$ cat config.mk
export PLATFORM = sky130hd
export DESIGN_NAME = sram_id_match_engine
export DESIGN_NICKNAME = d
export VERILOG_FILES = /design/src/rtl/sram_id_match_engine.sv
export SDC_FILE = /design/constraint.sdc
export NUM_CORES = 1
export LEC_CHECK = 0
export CORE_AREA = 2 2 118 120
export CTS_CLUSTER_SIZE = 30
export DETAILED_ROUTE_END_ITERATION = 10
export DIE_AREA = 0 0 120 122
export DONT_BUFFER_PORTS = 1
export GPL_ROUTABILITY_DRIVEN = 0
export PLACE_DENSITY = 0.67
export RECOVER_POWER = 50
export SYNTH_ARGS = -nofsm -noshare
export SYNTH_HDL_FRONTEND = slang
export SYNTH_SLANG_ARGS = --single-unit
$ cat constraint.sdc
create_clock -name i_clk -period 2.36 [get_ports i_clk]
set_input_delay 0.354 -clock i_clk [delete_from_list [all_inputs] [get_ports i_clk]]
set_output_delay 0.354 -clock i_clk [all_outputs]
set_load 0.02 [all_outputs]
$ cat src/rtl/sram_id_match_engine.sv
// Multi-beat SRAM ID lookup: lowest matching slot and lowest free slot across BEATS rows of ENTRIES IDs.
// Latency: result valid 2 cycles after the last beat. Optional duplicate counter under SRAM_ID_MULTI_HIT_EN.
module sram_id_match_engine #(
    parameter int ID_W    = 16,
    parameter int ENTRIES = 14,
    parameter int BEATS   = 4,
    parameter int IDX_W   = $clog2(ENTRIES*BEATS),
    parameter int CNT_W   = $clog2(ENTRIES*BEATS+1)
) (
    input  logic                    i_clk,
    input  logic                    i_reset,
    input  logic                    i_req_valid,
    output logic                    o_req_ready,
    input  logic [ID_W-1:0]         i_req_id,
    input  logic                    i_row_valid,
    output logic                    o_row_ready,
    input  logic [ENTRIES*ID_W-1:0] i_row_data,
    input  logic [ENTRIES-1:0]      i_row_ena,
    output logic                    o_res_valid,
    input  logic                    i_res_ready,
    output logic                    o_res_hit,
    output logic [IDX_W-1:0]        o_res_hit_idx,
    output logic                    o_res_free,
    output logic [IDX_W-1:0]        o_res_free_idx,
    output logic                    o_res_multi_hit,
    output logic [CNT_W-1:0]        o_res_hit_count
);
    localparam int LANE_W = (ENTRIES > 1) ? $clog2(ENTRIES) : 1;
    localparam int BEAT_W = (BEATS > 1) ? $clog2(BEATS) : 1;

    typedef enum logic [1:0] {IDLE, SCAN, DRAIN, DONE} state_t;

    state_t                   r_state;
    state_t                   w_state_nxt;
    logic                     r_req_rdy;
    logic [ID_W-1:0]          r_key;
    logic [BEAT_W-1:0]        r_beat_cnt;
    logic                     r_cmp_vld;
    logic [BEAT_W-1:0]        r_cmp_beat;
    logic [ENTRIES-1:0][1:0]  r_codes;
    logic [ENTRIES-1:0][1:0]  w_codes;
    logic                     r_hit;
    logic                     r_free;
    logic [IDX_W-1:0]         r_hit_idx;
    logic [IDX_W-1:0]         r_free_idx;
    logic                     w_req_acc;
    logic                     w_row_acc;
    logic                     w_last_beat;
    logic                     w_beat_hit;
    logic                     w_beat_free;
    logic [LANE_W-1:0]        w_hit_lane;
    logic [LANE_W-1:0]        w_free_lane;
    logic [IDX_W-1:0]         w_base;

    assign w_req_acc   = r_req_rdy & i_req_valid;
    assign w_row_acc   = (r_state == SCAN) & i_row_valid;
    assign w_last_beat = (r_beat_cnt == BEAT_W'(BEATS-1));

    // DRAIN holds until the last registered compare has been merged, so DONE sees final results
    always_comb begin
        w_state_nxt = r_state;
        case (r_state)
            IDLE:    if (w_req_acc) w_state_nxt = SCAN;
            SCAN:    if (w_row_acc && w_last_beat) w_state_nxt = DRAIN;
            DRAIN:   if (!r_cmp_vld) w_state_nxt = DONE;
            DONE:    if (i_res_ready) w_state_nxt = IDLE;
            default: w_state_nxt = IDLE;
        endcase
    end

    // Lane code: 1 = enabled match (never for a zero key), 2 = enabled zero, 0 = nothing
    always_comb begin
        w_codes = '0;
        for (int k = 0; k < ENTRIES; k++) begin
            if (i_row_ena[k]) begin
                if ((r_key != '0) && (i_row_data[k*ID_W +: ID_W] == r_key))
                    w_codes[k] = 2'd1;
                else if (i_row_data[k*ID_W +: ID_W] == '0)
                    w_codes[k] = 2'd2;
            end
        end
    end

    always_comb begin
        w_beat_hit  = 1'b0;
        w_beat_free = 1'b0;
        w_hit_lane  = '0;
        w_free_lane = '0;
        for (int k = ENTRIES-1; k >= 0; k--) begin
            if (r_codes[k] == 2'd1) begin
                w_beat_hit = 1'b1;
                w_hit_lane = LANE_W'(k);
            end
            if (r_codes[k] == 2'd2) begin
                w_beat_free = 1'b1;
                w_free_lane = LANE_W'(k);
            end
        end
    end

    assign w_base = IDX_W'(r_cmp_beat) * IDX_W'(ENTRIES);

    always_ff @(posedge i_clk or posedge i_reset) begin
        if (i_reset) begin
            r_state    <= IDLE;
            r_req_rdy  <= 1'b0;
            r_key      <= '0;
            r_beat_cnt <= '0;
            r_cmp_vld  <= 1'b0;
            r_cmp_beat <= '0;
            r_codes    <= '0;
            r_hit      <= 1'b0;
            r_hit_idx  <= '0;
            r_free     <= 1'b0;
            r_free_idx <= '0;
        end else begin
            r_state   <= w_state_nxt;
            r_req_rdy <= (w_state_nxt == IDLE);
            r_cmp_vld <= w_row_acc;
            if (w_row_acc) begin
                r_codes    <= w_codes;
                r_cmp_beat <= r_beat_cnt;
                r_beat_cnt <= r_beat_cnt + BEAT_W'(1);
            end
            if (w_req_acc) begin
                r_key      <= i_req_id;
                r_beat_cnt <= '0;
                r_hit      <= 1'b0;
                r_hit_idx  <= '0;
                r_free     <= 1'b0;
                r_free_idx <= '0;
            end else if (r_cmp_vld) begin
                // Beats arrive in order, so the first hit/free seen is the lowest slot
                if (!r_hit && w_beat_hit) begin
                    r_hit     <= 1'b1;
                    r_hit_idx <= w_base + IDX_W'(w_hit_lane);
                end
                if (!r_free && w_beat_free) begin
                    r_free     <= 1'b1;
                    r_free_idx <= w_base + IDX_W'(w_free_lane);
                end
            end
        end
    end

`ifdef SRAM_ID_MULTI_HIT_EN
    logic [CNT_W-1:0] r_hit_count;
    logic [CNT_W-1:0] w_beat_hits;

    always_comb begin
        w_beat_hits = '0;
        for (int k = 0; k < ENTRIES; k++) begin
            if (r_codes[k] == 2'd1) w_beat_hits = w_beat_hits + CNT_W'(1);
        end
    end

    always_ff @(posedge i_clk or posedge i_reset) begin
        if (i_reset) begin
            r_hit_count <= '0;
        end else if (w_req_acc) begin
            r_hit_count <= '0;
        end else if (r_cmp_vld) begin
            r_hit_count <= r_hit_count + w_beat_hits;
        end
    end

    assign o_res_hit_count = r_hit_count;
    assign o_res_multi_hit = (r_hit_count > CNT_W'(1));
`else
    assign o_res_hit_count = '0;
    assign o_res_multi_hit = 1'b0;
`endif

    assign o_req_ready    = r_req_rdy;
    assign o_row_ready    = (r_state == SCAN);
    assign o_res_valid    = (r_state == DONE);
    assign o_res_hit      = r_hit;
    assign o_res_hit_idx  = r_hit_idx;
    assign o_res_free     = r_free;
    assign o_res_free_idx = r_free_idx;
endmodule

; After elaboration in Yosys (flattened, before gate mapping)
; Index checks and enable logic that the tools add are counted.
[op_classes]
eq_ne = 46
n_reduce_logical = 42
addsub = 3
n_mul = 1
bitwise = 2
mux = 117
[ops]
columns = op, n
row1 = 16-bit == test, 14
row2 = 16-bit logical NOT, 14
row3 = 4-bit two-way mux, 28
row4 = 2-bit two-way mux, 48
row5 = 6-bit two-way mux, 6
row6 = "2-bit == test, second input constant", 17
row7 = 1-bit two-way mux, 34
row8 = "2-bit by 1-bit == test with 1-bit output, second input constant", 15
row9 = 1-bit logical AND, 17
row10 = 16-bit nonzero test, 1
row11 = 6-bit by 4-bit adder with 6-bit output, 2
row12 = 2-bit one-hot mux with 4 select lines, 1
row13 = 2-bit nonzero test, 4
row14 = "2-bit by 3-bit multiplier with 5-bit output, second input constant", 1
row15 = 2-bit logical NOT, 2
row16 = 2-bit AND reduction, 2
row17 = "2-bit by 1-bit adder with 2-bit output, second input constant", 1
row18 = 1-bit AND, 2
row19 = 1-bit logical NOT, 2
[totals]
register_bits = 66
wordCells = 235
out_inout_bits = 24

; Depth between registers and ports, before layout
; Gate-level depths: netlist (run 1).
[logic_depth]
depth_word = 19
depth_mapped = 11
mapped_depth_nobuf = 11

; Worst setup path before layout (run 1)
; No wires, ideal clock.
[synth_path]
kind = register to register
start = register r_codes[18] (netlist name)
end = register r_hit_idx[5] (netlist: o_res_hit_idx[5])
arrival_ns = 2.273
stages_incl_launch_ff = 11
period_less_slack_ns = 2.360
setup_slack_ns = 0.000
setup_time_ns = 0.087
n_path_buf = 0
cell_sequence = dfrtp_1 nor2b_1 nor3_1 o311ai_0 a31oi_1 ha_1 fa_1 a21oi_1 nor2b_1 xnor2_1 a211oi_2
[synth_via]
elab_chain_len = 15
[synth_lines]
columns = item, line
row1 = "start, declared", 40  ; logic [ENTRIES-1:0][1:0] r_codes;
row2 = "start signal, assigned", 121  ; r_codes <= w_codes;
row3 = 2-bit by 1-bit == test with 1-bit output (*), 90  ; if (r_codes[k] == 2'd1) begin
row4 = 4-bit two-way mux (10 in series), 90
row5 = 6-bit by 4-bit adder with 6-bit output, 136  ; r_hit_idx <= w_base + IDX_W'(w_hit_lane);
row6 = 6-bit two-way mux, 134  ; if (!r_hit && w_beat_hit) begin
row7 = 6-bit two-way mux, 132  ; end else if (r_cmp_vld) begin
row8 = 6-bit two-way mux, 125  ; if (w_req_acc) begin
row9 = "end signal, assigned", 136
row10 = "end, declared", 44  ; logic [IDX_W-1:0] r_hit_idx;
; Every way passes the cells marked *; elsewhere a longest branch is shown, timed or not. The select of a mux whose other input is x is not followed.
; A chain may end at the register's enable or synchronous reset.

; Worst setup path after layout (run 1)
[layout_path]
start = register r_codes[21] (netlist name)
end = register r_free_idx[5] (netlist: o_res_free_idx[5])
[layout_via]
elab_chain_len = 16
[layout_lines]
columns = item, line
row1 = 2-bit == test (*), 94  ; if (r_codes[k] == 2'd2) begin
row2 = 4-bit two-way mux (11 in series), 94
row3 = 6-bit by 4-bit adder with 6-bit output, 140  ; r_free_idx <= w_base + IDX_W'(w_free_lane);
row4 = 6-bit two-way mux, 138  ; if (!r_free && w_beat_free) begin
row5 = 6-bit two-way mux, 132
row6 = 6-bit two-way mux, 125
row7 = "end signal, assigned", 140
row8 = "end, declared", 45  ; logic [IDX_W-1:0] r_free_idx;
; Marks and branches as above.

==> results of run 1 <==
-- power breakdown --
part,switching (mW),total [mW],internal (mW),leakage [nW]
clock network,0.496,1.20,0.705,0.127
registers,0.158,1.49,1.33,0.886
logic,2.47,3.87,1.40,2.17
-- worst max path at each step --
stage / endpoint / slack (ps) / startpoint / cells after the start
finish: o_res_free_idx[5] / 8 / r_codes[21] / 11
global route: o_res_free_idx[5] / -150 / r_codes[21] / 11
CTS: o_res_hit_idx[5] / -40 / r_codes[22] / 11
detailed placement: o_res_hit_idx[5] / -140 / r_codes[22] / 11
global placement: o_res_hit_idx[5] / -110 / r_codes[22] / 11
floorplan: o_res_hit_idx[5] / 0.4 / r_codes[18] / 10
-- cell usage after synthesis, types with 11 or more instances --
master	count
nor4_1	62
buf_2	34
nor2_1	14
xor2_1	210
dfrtp_1	66
o21ai_0	26
nor4b_1	14
nand2b_1	16
a21oi_1	13
nor3_1	41
xnor2_1	21
nand4_1	30
nand3_1	22
nand2_1	97
nor2b_1	20
or4_1	13
ha_1	11
-- placed cells by master (no fill, tap or decap), drive strengths merged, types with 4 or more instances in the layout --
cell type | netlist | layout
dfrtp | 66 | 66
a211oi | 5 | 5
conb | 1 | 7
or4 | 13 | 13
xor2 | 210 | 210
nand2b | 16 | 16
nand3 | 22 | 22
nand2 | 97 | 97
nor4 | 64 | 64
xnor2 | 21 | 21
a21oi | 13 | 13
o21ai | 35 | 35
nor3 | 41 | 41
ha | 11 | 11
inv | 8 | 8
nor4b | 15 | 15
clkinv | 0 | 4
nand4 | 30 | 30
nor2b | 20 | 20
clkbuf | 8 | 11
nor2 | 15 | 15
buf | 45 | 48
-- metal layers --
layer	share of wire	up-vias	routed length (um)	global-route usage
li1	-	2787	-	-
met1	0.39	2987	9010	0.3815
met2	0.48	369	11190	0.5199
met3	0.094	77	2158	0.07069
met4	0.031	0	718	0.1015
met5	0	-	0	0
-- logic make-up (layout without fill, tap and decap cells) --
family,after synthesis,after routing,share of synthesized area
multiplexers,2,2,0.003028
AO/OA/AOI/OAI,75,75,0.07854
flip-flops,66,66,0.2498
XOR/XNOR,231,231,0.3060
adder cells (fa/ha/maj),13,13,0.02687
other,1,8,0.0005672
AND/OR/NAND/NOR,342,342,0.2873
buffers and inverters,61,74,0.04788
-- worst max-delay path: stages (launching register included) --
cell and delay, ps:
dfrtp_1 400, nor2b_4 190, nor2_2 50, o311ai_2 260
nand3_1 150, a211oi_2 260, ha_2 240, fa_2 230
a21oi_2 50, nor2b_1 140, xnor2_1 150, a211oi_2 90
-- state kept, by name, summed over array words and instances, names as in the netlist, 2 cells and up --
name,flops
r_cmp_beat,2
r_beat_cnt,2
r_codes,28
r_key,16
o_res_hit_idx,6
o_res_free_idx,6
r_state,2
-- metrics by stage --
stage               TNS, ps  total power, mW    util
detailed placement   -335.1            5.233  0.5117
floorplan                 0            4.324       -
finish                    0            6.554  0.5426
global route         -339.4            6.905  0.5424
CTS                  -37.21            6.456  0.5326
global placement     -125.2            5.081  0.5117
-- cell type report --
cell class	instances	area, um2	area share
Antenna cell	1	2.502	0.0003415
Timing Repair Buffer	50	367.9	0.05020
Inverter	8	30.03	0.004098
Multi-Input combinational cell	670	4778	0.6522
Sequential cell	66	1652	0.2254
Tap cell	180	225.2	0.03074
Clock inverter	7	46.29	0.006318
Clock buffer	9	225.2	0.03074
-- repair_timing --
action                     CTS  global route
hold buffers                 0             0
pin swaps                    0            24
setup endpoints to repair    5             5
buffers inserted             0             5
hold endpoints to repair     0             0
resized for setup            7            27
==> flow_metrics.py, run 1 <==
metrics = {
    "status": {
        "status": "complete, no violations",
    },
    "clock_network": {
        "cts_max_level": 3,
        "clkLatencyLatePin_ps": 330,
        "cts_tree": "yes",
        "clk_pin_slew_ps": 60,
        "root_buffer": "clkbuf_16",
        "numClockSinks": 66,
        "cts_made_buffers": 9,
        "cts_buffer_depth": 2,
    },
    "sta": {
        "finalCriticalPeriod_ps": 2352,
        "max_slew_margin": 0.06714,
        "layout_setup_ws_ps": 7.748,
        "fin_skew_ps": 5.990,
        "hold_slack_ps": 136.6,
        "finalCritPeriodShare": 0.9967,
        "hold_viol_final": 0,
        "setup_viol": 0,
        "worst_pin_slew_ps": 1398,
        "slew_violations": 0,
        "fmax_mhz": 425.1,
        "rsz0062_at_grt": "true",
    },
    "min_path": {
        "min_path_cells": 2,
        "holdCritStartpoint": "i_req_id[7]",
        "hp-class": "in -> reg",
        "hold_end": "r_key[7]",
    },
    "die": {
        "core_area_um2": 13500,
        "pin_count": 283,
        "die_w_um": 120,
        "start_util": 0.4896,
        "num_rows": 43,
        "die_y_um": 122,
        "die_area_um2": 14640,
    },
    "critical_path": {
        "critical_path.endpoint_type": "flop",
        "cp.arrival_ps": 2540,
        "crit_path_start_kind": "flop",
        "rr_startpoint": "r_codes[21]",
        "regToRegSetupSlack_ps": 8,
        "reg2regPathDepth": 11,
        "reg2reg_to": "o_res_free_idx[5]",
        "cp_max_fo": 3,
        "path_class": "reg -> reg",
        "worstPathRequired_ps": 2550,
    },
    "logic_synthesis": {
        "synth_cell_types": 51,
        "synth-seq-area-share": 0.2498,
        "synth_cells": 791,
        "synth_edf_count": 0,
        "ys.flop_type": "dfrtp_1",
        "synth_area_leaders": "xor2_1 28%, dfrtp_1 25%, nor4_1 5.9%, nand2_1 5.5%, nor3_1 3.1%",
        "synth_warnings": 0,
        "yosysTopAreaCell": "xor2_1",
        "synth_top_cell_area_share": 0.2782,
        "postSynthAreaPerCell_um2": 8.358,
        "ys_ff_latch": 66,
        "async_flop_share": 1.000,
        "synth.cell_area_um2": 6611,
    },
    "grt": {
        "grt_pass1_vias": 6414,
        "grt_overflow": 0,
        "grt_antenna_before_repair": 1,
        "grt_max_degree": 40,
        "grtUsageTotal": 0.3052,
        "grt_pass1_wl_um": 34260,
    },
    "detailed_routing": {
        "drc": 0,
        "ant_nets": 0,
        "routedWlPerCell_um": 23.29,
        "num_vias": 6220,
        "first_iter_violations": 421,
        "drt-pass1-iter-count": 5,
        "drt-total-wl_um": 23080,
        "vias_per_cell": 6.276,
    },
    "placed_design": {
        "place_area_um2": 6910,
        "dp_hpwl_um": 18070,
        "dpl.cell_count": 969,
        "place_ws_ps": -142.3,
        "numPortBuffers": 0,
    },
    "layout": {
        "fin_nets": 1077,
        "finalNonFillerCells": 991,
        "fill_cells": 1249,
        "drive_gt1_frac": 0.1284,
        "synthToLayoutAreaGrowth_pct": 10.83,
        "final_area_um2": 7327,
    },
    "power": {
        "p_per_area_nw_per_um2": 894.5,
        "ir_drop_uv": 611.0,
        "p_leak_nw": 3.179,
    },
    "run": {
        "cap_violations": 0,
    },
}
(Power assumes the default switching activity.)
==> inputs of run 2 (changes only) <==
Settings changed: ABC_AREA set to 1, CORE_AREA 2 2 118 120 to 2 2 119 121, DIE_AREA 0 0 120 122 to 0 0 121 123, MAX_ROUTING_LAYER set to met4, TNS_END_PERCENT set to 20.
==> run 2 against run 1 <==
Effect of this change:
- the flow now finishes with violations (max-capacitance violations, max-slew violations)
- worst hold slack better by 1.3 ps
- via count is 3.0% higher
- count of clock-buffer cells in the layout is 2 higher
- critical path depth is 1 higher
- largest cell class unchanged
- critical endpoint unchanged
- wire length is 0.61% higher
- clock power is 9% higher
- setup slack better by 97 ps
- maximum frequency is 4.3% higher
- final area is 2.7% lower
- combinational power hardly changed
==> flow_metrics.py, run 2 <==
metrics = {
    "status": {
        "status": "finished with violations",
        "violations": "max-capacitance violations, max-slew violations",
    },
    "grt": {
        "grtUsageTotal": 0.3162,
        "grt_max_degree": 67,
        "grt_antenna_before_repair": 0,
        "grt_overflow": 0,
        "grt_pass1_wl_um": 34400,
        "grt_pass1_vias": 6158,
    },
    "clock_network": {
        "cts_setup_buffers": 0,
        "cts_tree": "yes",
        "numClockSinks": 66,
        "cts_made_buffers": 9,
        "clk_pin_slew_ps": 60,
        "root_buffer": "clkbuf_16",
        "cts_max_level": 3,
        "cts_buffer_depth": 2,
        "clkLatencyLatePin_ps": 330,
    },
    "power": {
        "p_int_mw": 3.883,
        "power_frac_comb": 0.542,
        "p_per_area_nw_per_um2": 997.0,
        "totalPowerFinal_mw": 7.108,
        "power_switching_mw": 3.225,
        "p_leak_nw": 3.004,
        "p_seq_frac": 0.274,
        "p_sw_frac": 0.4537,
        "pwr-share-clk": 0.184,
        "ir_drop_uv": 670.2,
    },
    "detailed_routing": {
        "highest_layer": "met4",
        "drt-total-wl_um": 23220,
        "drt-pass1-iter-count": 5,
        "ant_nets": 0,
        "wl_met2_um": 11250,
        "drt-met1-wl_um": 9411,
        "routedWlPerCell_um": 21.54,
        "first_iter_violations": 400,
        "dr_wl_met3_um": 1931,
        "drc": 0,
        "vias_per_cell": 5.944,
        "num_vias": 6408,
    },
    "sta": {
        "finalCritPeriodShare": 0.9555,
        "max_slew_margin": -0.002260,
        "finalSetupTns_ps": 0,
        "rsz0062_at_grt": "false",
        "finalCriticalPeriod_ps": 2255,
        "fmax_mhz": 443.5,
        "worst_pin_slew_ps": 1503,
        "hold_viol_final": 0,
        "slew_violations": 66,
        "layout_setup_ws_ps": 105.0,
        "fin_skew_ps": 7.572,
        "setup_viol": 0,
    },
    "critical_path": {
        "path_class": "reg -> reg",
        "reg2reg_to": "o_res_free_idx[5]",
        "rr_startpoint": "r_codes[18]",
        "crit_path_start_kind": "flop",
        "regToRegSetupSlack_ps": 100,
        "worstPathRequired_ps": 2620,
        "cp.arrival_ps": 2520,
        "cp_max_fo": 3,
        "reg2regPathDepth": 12,
        "critical_path.endpoint_type": "flop",
    },
    "run": {
        "cap_violations": 1,
    },
    "logic_synthesis": {
        "synth_area_leaders": "dfrtp_1 25%, xnor2_1 14%, xor2_1 11%, nand2_1 9.8%, nor4_1 6.8%",
        "synth_top_cell_area_share": 0.2471,
        "synth_edf_count": 0,
        "yosysTopAreaCell": "dfrtp_1",
        "synth-seq-area-share": 0.2471,
        "ys.flop_type": "dfrtp_1",
        "synth_warnings": 0,
        "synth_cells": 899,
        "synth.cell_area_um2": 6683,
        "synth_cell_types": 38,
        "synth_commonest_cells": "174 x nand2_1, 104 x xnor2_1, 86 x xor2_1",
        "async_flop_share": 1.000,
        "yosysMostFrequentCell": "nand2_1",
        "ys_ff_latch": 66,
        "postSynthAreaPerCell_um2": 7.433,
    },
    "layout": {
        "finalNonFillerCells": 1078,
        "top_register": "r_codes",
        "fin_nets": 1165,
        "drive_gt1_frac": 0.1069,
        "diodes": 0,
        "reg.largest.list": "r_codes (28), r_key (16)",
        "final_cell_mix": "173 x nand2_1, 104 x xnor2_1, 86 x xor2_1",
        "largest_reg_flops": 28,
        "layout_commonest_cell": "nand2_1",
        "synthToLayoutAreaGrowth_pct": 6.684,
    },
    "min_path": {
        "holdCritStartpoint": "i_req_id[3]",
        "min_path_cells": 2,
        "hp-class": "in -> reg",
        "hold_end": "r_key[3]",
    },
    "die": {
        "num_rows": 43,
        "pin_count": 283,
        "core_area_um2": 13610,
        "die_y_um": 123,
        "start_util": 0.4909,
        "die_w_um": 121,
        "die_area_um2": 14880,
    },
    "placed_design": {
        "place_ws_ps": 52.64,
        "numPortBuffers": 0,
        "dp_hpwl_um": 19110,
        "dpl.cell_count": 1061,
    },
}
[run 2: cell count changes in the layout (fill, tap and decap cells not counted), moves of 27 or more]
cell / previous run / this run
nand2_1: 96 / 173
xor2_1: 210 / 86
inv_1: 8 / 53
nand4_1: 30 / 57
xnor2_1: 21 / 104
or2_2: 0 / 31
nor2_1: 12 / 40
[run 2: per-stage QoR]
| stage | utilization | area [um2] | hold WS [ps] |
|---|---|---|---|
| final | 0.5238 | 7129 | 137.9 |
| after global routing | 0.5238 | 7129 | 142.2 |
| after CTS | 0.5245 | 7139 | 126.1 |
| after detailed placement | 0.5026 | 6842 | 353.3 |
| after global placement | 0.5026 | 6842 | 347.9 |
| after floorplan | - | 6705 | 463.6 |
[run 2: final cells by class]
class                   instances  area, um2
repair buffers                 25      200.2
flip-flops and latches         66       1652
inverters                      62      232.7
clock buffers                  11      232.7
clock inverters                 5      55.05
fillers                      1313       6482
multi-input cells             729       4532
well taps                     180      225.2
[run 2: worst max-delay path: stages (launching register included)]
cell,delay [ps]
dfrtp_1,390
or2_1,260
nand2_2,100
inv_1,40
nand2_1,50
a31oi_1,70
o211a_1,220
ha_1,220
fa_2,420
nand2_1,70
a21oi_1,80
xor2_1,150
o21ai_1,130
[run 2: power by group through the flow]
stage / Clock, mW / Combinational (mW) / Sequential, mW
after detailed placement: 0 / 3.81 / 1.97
final: 1.31 / 3.85 / 1.95
after global placement: 0 / 3.76 / 1.96
after CTS: 1.32 / 3.83 / 1.94
after floorplan: 0 / 3.29 / 1.64
after global routing: 1.37 / 4.25 / 1.99
[run 2: layer usage]
metal / track usage / up-vias
met2: 0.5154 / 297
met4: 0.08648 / 0
li1: - / 3026
met1: 0.4021 / 3029
met5: - / -
met3: 0.06319 / 56
[run 2: worst max-delay path by stage]
stage,from,endpoint,slack [ps]
after CTS,r_codes[18],o_res_free_idx[5],30
final,r_codes[18],o_res_free_idx[5],100
after global placement,r_codes[18],o_res_free_idx[5],90
after floorplan,r_codes[18],o_res_free_idx[5],200
after detailed placement,r_codes[18],o_res_free_idx[5],50
after global routing,r_codes[18],o_res_free_idx[5],4
[run 2: cell families (layout without fill, tap and decap cells)]
family | count (synthesis) | count (layout) | share of synthesized area
AND/OR/NAND/NOR | 453 | 453 | 0.3413
XOR/XNOR | 190 | 190 | 0.2490
buffers and inverters | 110 | 103 | 0.07882
AO/OA/AOI/OAI | 66 | 66 | 0.05655
flip-flops | 66 | 66 | 0.2471
adder cells (fa/ha/maj) | 13 | 13 | 0.02659
other | 1 | 7 | 0.0005612
[run 2: repair_timing]
| item | 4_1_cts | 5_1_grt |
|---|---|---|
| hold buffers | 1 | 0 |
| endpoints found under the setup margin | 0 | 1 |
| endpoints found under the hold margin | 10 | 0 |
| resized for setup | 0 | 2 |
